[src/rtl/id_stage.sv]
// RV32I decode stage: register file with write-through bypass, control and immediate
// decode, and the ID/EX pipeline register feeding execute.
module id_stage (
    input  logic        clk,
    input  logic        reset,
    input  logic [31:0] InstrD,
    input  logic [31:0] PCD,
    input  logic [31:0] PCPlus4D,
    input  logic        RegWriteW,
    input  logic [4:0]  RdW,
    input  logic [31:0] ResultW,
    input  logic        FlushE,
    output logic [4:0]  Rs1D,
    output logic [4:0]  Rs2D,
    output logic [31:0] RD1E,
    output logic [31:0] RD2E,
    output logic [31:0] ImmExtE,
    output logic [31:0] PCE,
    output logic [31:0] PCPlus4E,
    output logic [4:0]  Rs1E,
    output logic [4:0]  Rs2E,
    output logic [4:0]  RdE,
    output logic        RegWriteE,
    output logic [1:0]  ResultSrcE,
    output logic        MemWriteE,
    output logic        JumpE,
    output logic        BranchE,
    output logic [2:0]  ALUControlE,
    output logic        ALUSrcE,
    output logic        IllegalE
);
    localparam int unsigned XLEN  = 32;
    localparam int unsigned NREGS = 32;
    localparam int unsigned AW    = 5;

    localparam logic [6:0] OP_LW  = 7'b0000011;
    localparam logic [6:0] OP_SW  = 7'b0100011;
    localparam logic [6:0] OP_R   = 7'b0110011;
    localparam logic [6:0] OP_I   = 7'b0010011;
    localparam logic [6:0] OP_BEQ = 7'b1100011;
    localparam logic [6:0] OP_JAL = 7'b1101111;

    localparam logic [2:0] ALU_ADD = 3'b000;
    localparam logic [2:0] ALU_SUB = 3'b001;
    localparam logic [2:0] ALU_AND = 3'b010;
    localparam logic [2:0] ALU_OR  = 3'b011;
    localparam logic [2:0] ALU_SLT = 3'b101;

    logic [6:0]      opcode;
    logic [2:0]      funct3;
    logic [AW-1:0]   rd;
    logic [XLEN-1:0] imm_i, imm_s, imm_b, imm_j;

    logic [XLEN-1:0] regs [NREGS];
    logic [XLEN-1:0] rd1, rd2;

    logic            reg_write, mem_write, jump, branch, alu_src, illegal, alu_by_funct3;
    logic [1:0]      result_src;
    logic [2:0]      alu_ctrl;
    logic [XLEN-1:0] imm;

    assign opcode = InstrD[6:0];
    assign funct3 = InstrD[14:12];
    assign rd     = InstrD[11:7];
    assign Rs1D   = InstrD[19:15];
    assign Rs2D   = InstrD[24:20];

    assign imm_i = {{20{InstrD[31]}}, InstrD[31:20]};
    assign imm_s = {{20{InstrD[31]}}, InstrD[31:25], InstrD[11:7]};
    assign imm_b = {{19{InstrD[31]}}, InstrD[31], InstrD[7], InstrD[30:25], InstrD[11:8], 1'b0};
    assign imm_j = {{11{InstrD[31]}}, InstrD[31], InstrD[19:12], InstrD[20], InstrD[30:21], 1'b0};

    // Register file; x0 is never written and reads of it are forced to zero below.
    always_ff @(posedge clk or negedge reset) begin
        if (!reset) begin
            for (int unsigned i = 0; i < NREGS; i++) begin
                regs[AW'(i)] <= '0;
            end
        end else if (RegWriteW && (RdW != '0)) begin
            regs[RdW] <= ResultW;
        end
    end

    // Same-cycle writeback bypass so a value written this edge is seen by the reader.
    always_comb begin
        rd1 = regs[Rs1D];
        rd2 = regs[Rs2D];
        if (RegWriteW && (RdW != '0) && (RdW == Rs1D)) rd1 = ResultW;
        if (RegWriteW && (RdW != '0) && (RdW == Rs2D)) rd2 = ResultW;
        if (Rs1D == '0) rd1 = '0;
        if (Rs2D == '0) rd2 = '0;
    end

    // Main and ALU control decode plus immediate selection.
    always_comb begin
        reg_write     = 1'b0;
        result_src    = 2'b00;
        mem_write     = 1'b0;
        jump          = 1'b0;
        branch        = 1'b0;
        alu_src       = 1'b0;
        alu_ctrl      = ALU_ADD;
        illegal       = 1'b0;
        alu_by_funct3 = 1'b0;
        imm           = '0;
        case (opcode)
            OP_LW: begin
                reg_write  = 1'b1;
                result_src = 2'b01;
                alu_src    = 1'b1;
                imm        = imm_i;
            end
            OP_SW: begin
                mem_write = 1'b1;
                alu_src   = 1'b1;
                imm       = imm_s;
            end
            OP_R: begin
                reg_write     = 1'b1;
                alu_by_funct3 = 1'b1;
            end
            OP_I: begin
                reg_write     = 1'b1;
                alu_src       = 1'b1;
                alu_by_funct3 = 1'b1;
                imm           = imm_i;
            end
            OP_BEQ: begin
                branch   = 1'b1;
                alu_ctrl = ALU_SUB;
                imm      = imm_b;
            end
            OP_JAL: begin
                reg_write  = 1'b1;
                jump       = 1'b1;
                result_src = 2'b10;
                imm        = imm_j;
            end
            default: illegal = 1'b1;
        endcase
        if (alu_by_funct3) begin
            case (funct3)
                3'b000:  alu_ctrl = (opcode == OP_R && InstrD[30]) ? ALU_SUB : ALU_ADD;
                3'b010:  alu_ctrl = ALU_SLT;
                3'b110:  alu_ctrl = ALU_OR;
                3'b111:  alu_ctrl = ALU_AND;
                default: begin
                    alu_ctrl = ALU_ADD;
                    illegal  = 1'b1;
                end
            endcase
        end
    end

    // ID/EX register; a flush only kills the control bits, data is don't-care in a bubble.
    always_ff @(posedge clk or negedge reset) begin
        if (!reset) begin
            RD1E        <= '0;
            RD2E        <= '0;
            ImmExtE     <= '0;
            PCE         <= '0;
            PCPlus4E    <= '0;
            Rs1E        <= '0;
            Rs2E        <= '0;
            RdE         <= '0;
            RegWriteE   <= 1'b0;
            ResultSrcE  <= 2'b00;
            MemWriteE   <= 1'b0;
            JumpE       <= 1'b0;
            BranchE     <= 1'b0;
            ALUControlE <= 3'b000;
            ALUSrcE     <= 1'b0;
            IllegalE    <= 1'b0;
        end else begin
            RD1E     <= rd1;
            RD2E     <= rd2;
            ImmExtE  <= imm;
            PCE      <= PCD;
            PCPlus4E <= PCPlus4D;
            Rs1E     <= Rs1D;
            Rs2E     <= Rs2D;
            RdE      <= rd;
            if (FlushE) begin
                RegWriteE   <= 1'b0;
                ResultSrcE  <= 2'b00;
                MemWriteE   <= 1'b0;
                JumpE       <= 1'b0;
                BranchE     <= 1'b0;
                ALUControlE <= 3'b000;
                ALUSrcE     <= 1'b0;
                IllegalE    <= 1'b0;
            end else begin
                RegWriteE   <= reg_write;
                ResultSrcE  <= result_src;
                MemWriteE   <= mem_write;
                JumpE       <= jump;
                BranchE     <= branch;
                ALUControlE <= alu_ctrl;
                ALUSrcE     <= alu_src;
                IllegalE    <= illegal;
            end
        end
    end
endmodule

[config.mk]
export PLATFORM = sky130hd
export DESIGN_NAME = id_stage
export DESIGN_NICKNAME = d
export VERILOG_FILES = /design/src/rtl/id_stage.sv
export SDC_FILE = /design/constraint.sdc
export NUM_CORES = 2
export LEC_CHECK = 0
export CORE_MARGIN = 1
export CORE_UTILIZATION = 56
export CTS_CLUSTER_DIAMETER = 80
export DETAILED_ROUTE_END_ITERATION = 10
export MAX_ROUTING_LAYER = met4
export PLACE_DENSITY = 0.87
export SYNTH_ARGS = -nofsm -noshare
export SYNTH_HDL_FRONTEND = slang
export SYNTH_SLANG_ARGS = --single-unit
[constraint.sdc]
create_clock -name clk -period 3.21 [get_ports clk]
set_input_delay 0.642 -clock clk [delete_from_list [all_inputs] [get_ports clk]]
set_output_delay 0.642 -clock clk [all_outputs]
set_load 0.05 [all_outputs]
==> results by group <==
Outcome
  • Status: complete, no violations

Route
  • DRC: 0
  • Vias post-DR: 44748
  • Routed wire length: 195000 um
  • Detailed Routing Iterations Pass 1: 7
  • Avg Vias per Cell: 6.99
  • WL per Instance: 30.4 um
  • DRT iter0 DRCs: 5644
  • Final ANT Viol Nets: 0

Die
  • Top-Level Pins: 333
  • Starting Density: 56.6%
  • Die Width: 332 um
  • Die area: 0.110 mm2
  • Core footprint: 0.107 mm2
  • Die Ht: 332 um
  • Num rows: 120

Global route
  • Vias in the first global route: 46162
  • Overflow after GRT: 0
  • Initial antenna violation count: 13
  • Pin count of the biggest net entering global routing: 123
  • First-pass GRT wire length: 291000 um
  • All-layer global routing usage: 36.1%

Pwr
  • Static Leak: 33.0 nW
  • Total power: 44.6 mW
  • PD cells: 623 mW/mm2
  • Maximum VDD drop: 0.000496 V

STA
  • Worst Max-Slew Pin Slew: 1150 ps
  • RSZ-0062 raised after global routing: false
  • Period minus WS final: 2860 ps
  • Setup TNS: 0 ps
  • Skew final: 27.6 ps
  • Pins Over Slew Limit: 0
  • Final hold viol count: 0
  • Final WS setup: 347 ps
  • Fmax: 349 MHz
  • Slew headroom: 23.0%
  • Final worst path period share: 89.2%
  • Final setup vio count: 0

Synthesis
  • Mapped Area: 0.0608 mm2
  • Cell count after synthesis: 4642
  • Top cells by count, synth: dfrtp_1 (1198), mux2_2 (961), mux2i_1 (878)
  • Syn_area_per_cell: 13.1 um2
  • YS warnings: 0
  • Commonest register cell after synthesis: dfrtp_1
  • Number of synthesized register bits: 1198
  • Area contributors post-synth: dfrtp_1 (49%), mux2_2 (18%), mux2i_1 (14%), a22oi_1 (4.8%), mux4_2 (3.5%)
  • Post-synth EDFFs: 0
  • Async SR Flop Fraction: 100%
  • Post-synth top area cell: dfrtp_1
  • Syn Nets: 4779
  • Top-area cell type share of the netlist area: 49.3%
  • Seq/Total Area, Yosys: 49.3%
  • Top-count cell post-synth: dfrtp_1
  • Synth cell types: 48

Hold path
  • WHS Path Cells: 1
  • HP Start: InstrD[16]
  • HP Class: input port to register
  • Worst hold endpoint: Rs1E[1]

Worst setup path
  • Critical path type: register to primary output
  • Top Family by Delay on Critical Path: buffers and inverters
  • Critical-path cell list: clkdlybuf4s50_1
  • Maximum fanout along the worst path: 2
  • Crit. End Element: primary output
  • Worst R2R Setup Slack: 1210 ps
  • Startpoint Class: register
  • FF-to-FF End: RD1E[16]
  • Origin of the critical flop-to-flop path: regs[1008]
  • CP peak stage delay: 890 ps
  • Reg2reg path depth: 6
  • Arr. time, crit path: 2220 ps
  • Buf+Inv Stages, Crit Path: 1
  • Slowest cell on the critical path: clkdlybuf4s50_1
  • CP required: 2570 ps

Clocking
  • CTS tree: built
  • Total setup buffers inserted after CTS: 0
  • Worst-Skew Late Latency: 770 ps
  • Cts hold-fix bufs: 1
  • Post-CTS resize count: 0
  • Clk root buf: clkbuf_16
  • Clock-pin slew on the worst setup and hold paths: 60 ps
  • CTS H-tree depth: 4
  • Max clock buf depth: 3
  • TritonCTS sink count: 1198
  • Num CTS Buffers: 131

Placed design
  • Post-DP HPWL: 116000 um
  • Pre-CTS WS: 137 ps
  • GP Congestion: 0.900
  • Dpl cell area: 0.0671 mm2
  • I/O Buffers: 332

Layout
  • Fill count: 7144
  • Nets@finish: 5030
  • Fraction of layout cells with a size suffix above 1: 32.9%
  • Layout area overhead: 17.7%
  • Design area: 0.0716 mm2

Run
  • Max_cap viols: 0
[worst max path at each step]
stage,start,to,depth (start not counted)
finish,RD2E[20],RD2E[20],1
global placement,InstrD[18],RD1E[30],7
detailed placement,InstrD[15],RD1E[15],9
global route,RD2E[20],RD2E[20],1
CTS,RD2E[20],RD2E[20],1
floorplan,InstrD[20],RD2E[28],9
[metrics by stage]
| stage | hold WS (ps) | std cells | utilization, % |
|---|---|---|---|
| 2_1_floorplan | 346 | 4642 | - |
| 3_3_place_gp | 377 | 6162 | 62.5 |
| 3_5_place_dp | 384 | 6162 | 62.5 |
| 4_1_cts | 153 | 6393 | 66.6 |
| 5_1_grt | 169 | 6404 | 66.7 |
| 6_report | 174 | 6406 | 66.7 |
[cell usage in the layout (no fill, tap or decap), drive strengths merged, types with 2 or more instances in the layout]
master / synthesis / final
or2: 4 / 4
xor2: 6 / 6
nand3: 78 / 78
o22ai: 22 / 22
nor2b: 10 / 10
nor2: 32 / 32
clkinv: 0 / 20
clkbuf: 252 / 192
and4: 2 / 2
o221a: 24 / 24
nor3: 5 / 5
inv: 1 / 8
or4: 3 / 3
nand2b: 5 / 5
a21oi: 173 / 173
and2: 13 / 13
xnor2: 4 / 4
buf: 254 / 302
nand4: 5 / 5
nand3b: 4 / 4
dfrtp: 1198 / 1198
mux4: 94 / 94
nand2: 77 / 77
mux2: 997 / 997
a22oi: 386 / 386
mux2i: 878 / 878
nor3b: 4 / 4
nor4: 19 / 19
clkdlybuf4s50: 0 / 321
a2111oi: 23 / 23
o21ai: 8 / 8
bufinv: 0 / 10
diode: 0 / 13
a22o: 43 / 43
a21o: 10 / 10
[routing by layer]
| layer | global-route usage [%] | vias up | part of all wire (%) |
|---|---|---|---|
| li1 | - | 17861 | - |
| met1 | 44.6 | 22940 | 37 |
| met2 | 53.4 | 3121 | 45 |
| met3 | 9.46 | 826 | 11 |
| met4 | 21.5 | 0 | 6.3 |
| met5 | - | - | 0 |
[state kept, by name (all words and copies together), names as in the netlist, 3 cells and up]
name and count:
PCPlus4E 32, Rs2E 5, RD1E 32, PCE 32, regs 1024, ALUControlE 3
ImmExtE 21, RD2E 32, Rs1E 5, RdE 5
[cell type report]
class,count,area [um2],area share [%]
flip-flops and latches,1198,30000,41.9
multi-input cells,2937,28700,40.0
repair buffers,624,6690,9.35
clock buffers,192,3910,5.47
well taps,1403,1760,2.45
clock inverters,38,537,0.750
diodes,13,32.5,0.0455
inverters,1,3.75,0.00524
[logic make-up (layout without fill, tap and decap cells)]
logic type / after synthesis / count (layout) / synth area share [%]
xor gates and xnor gates: 10 / 10 / 0.144
other: 0 / 13 / 0
DFF: 1198 / 1198 / 49.3
and+or+nand+nor: 265 / 265 / 2.17
AOI/OAI and AO/OA: 693 / 693 / 8.05
buffers and inverters: 507 / 855 / 3.94
muxes: 1969 / 1969 / 36.4
[report_power, final]
| part | total, mW | internal [mW] | switching, mW |
|---|---|---|---|
| clock network | 15.6 | 9.28 | 6.35 |
| registers | 19.9 | 17.7 | 2.14 |
| logic | 9.05 | 4.58 | 4.48 |
Note: power is estimated with default switching activity, not from simulation.
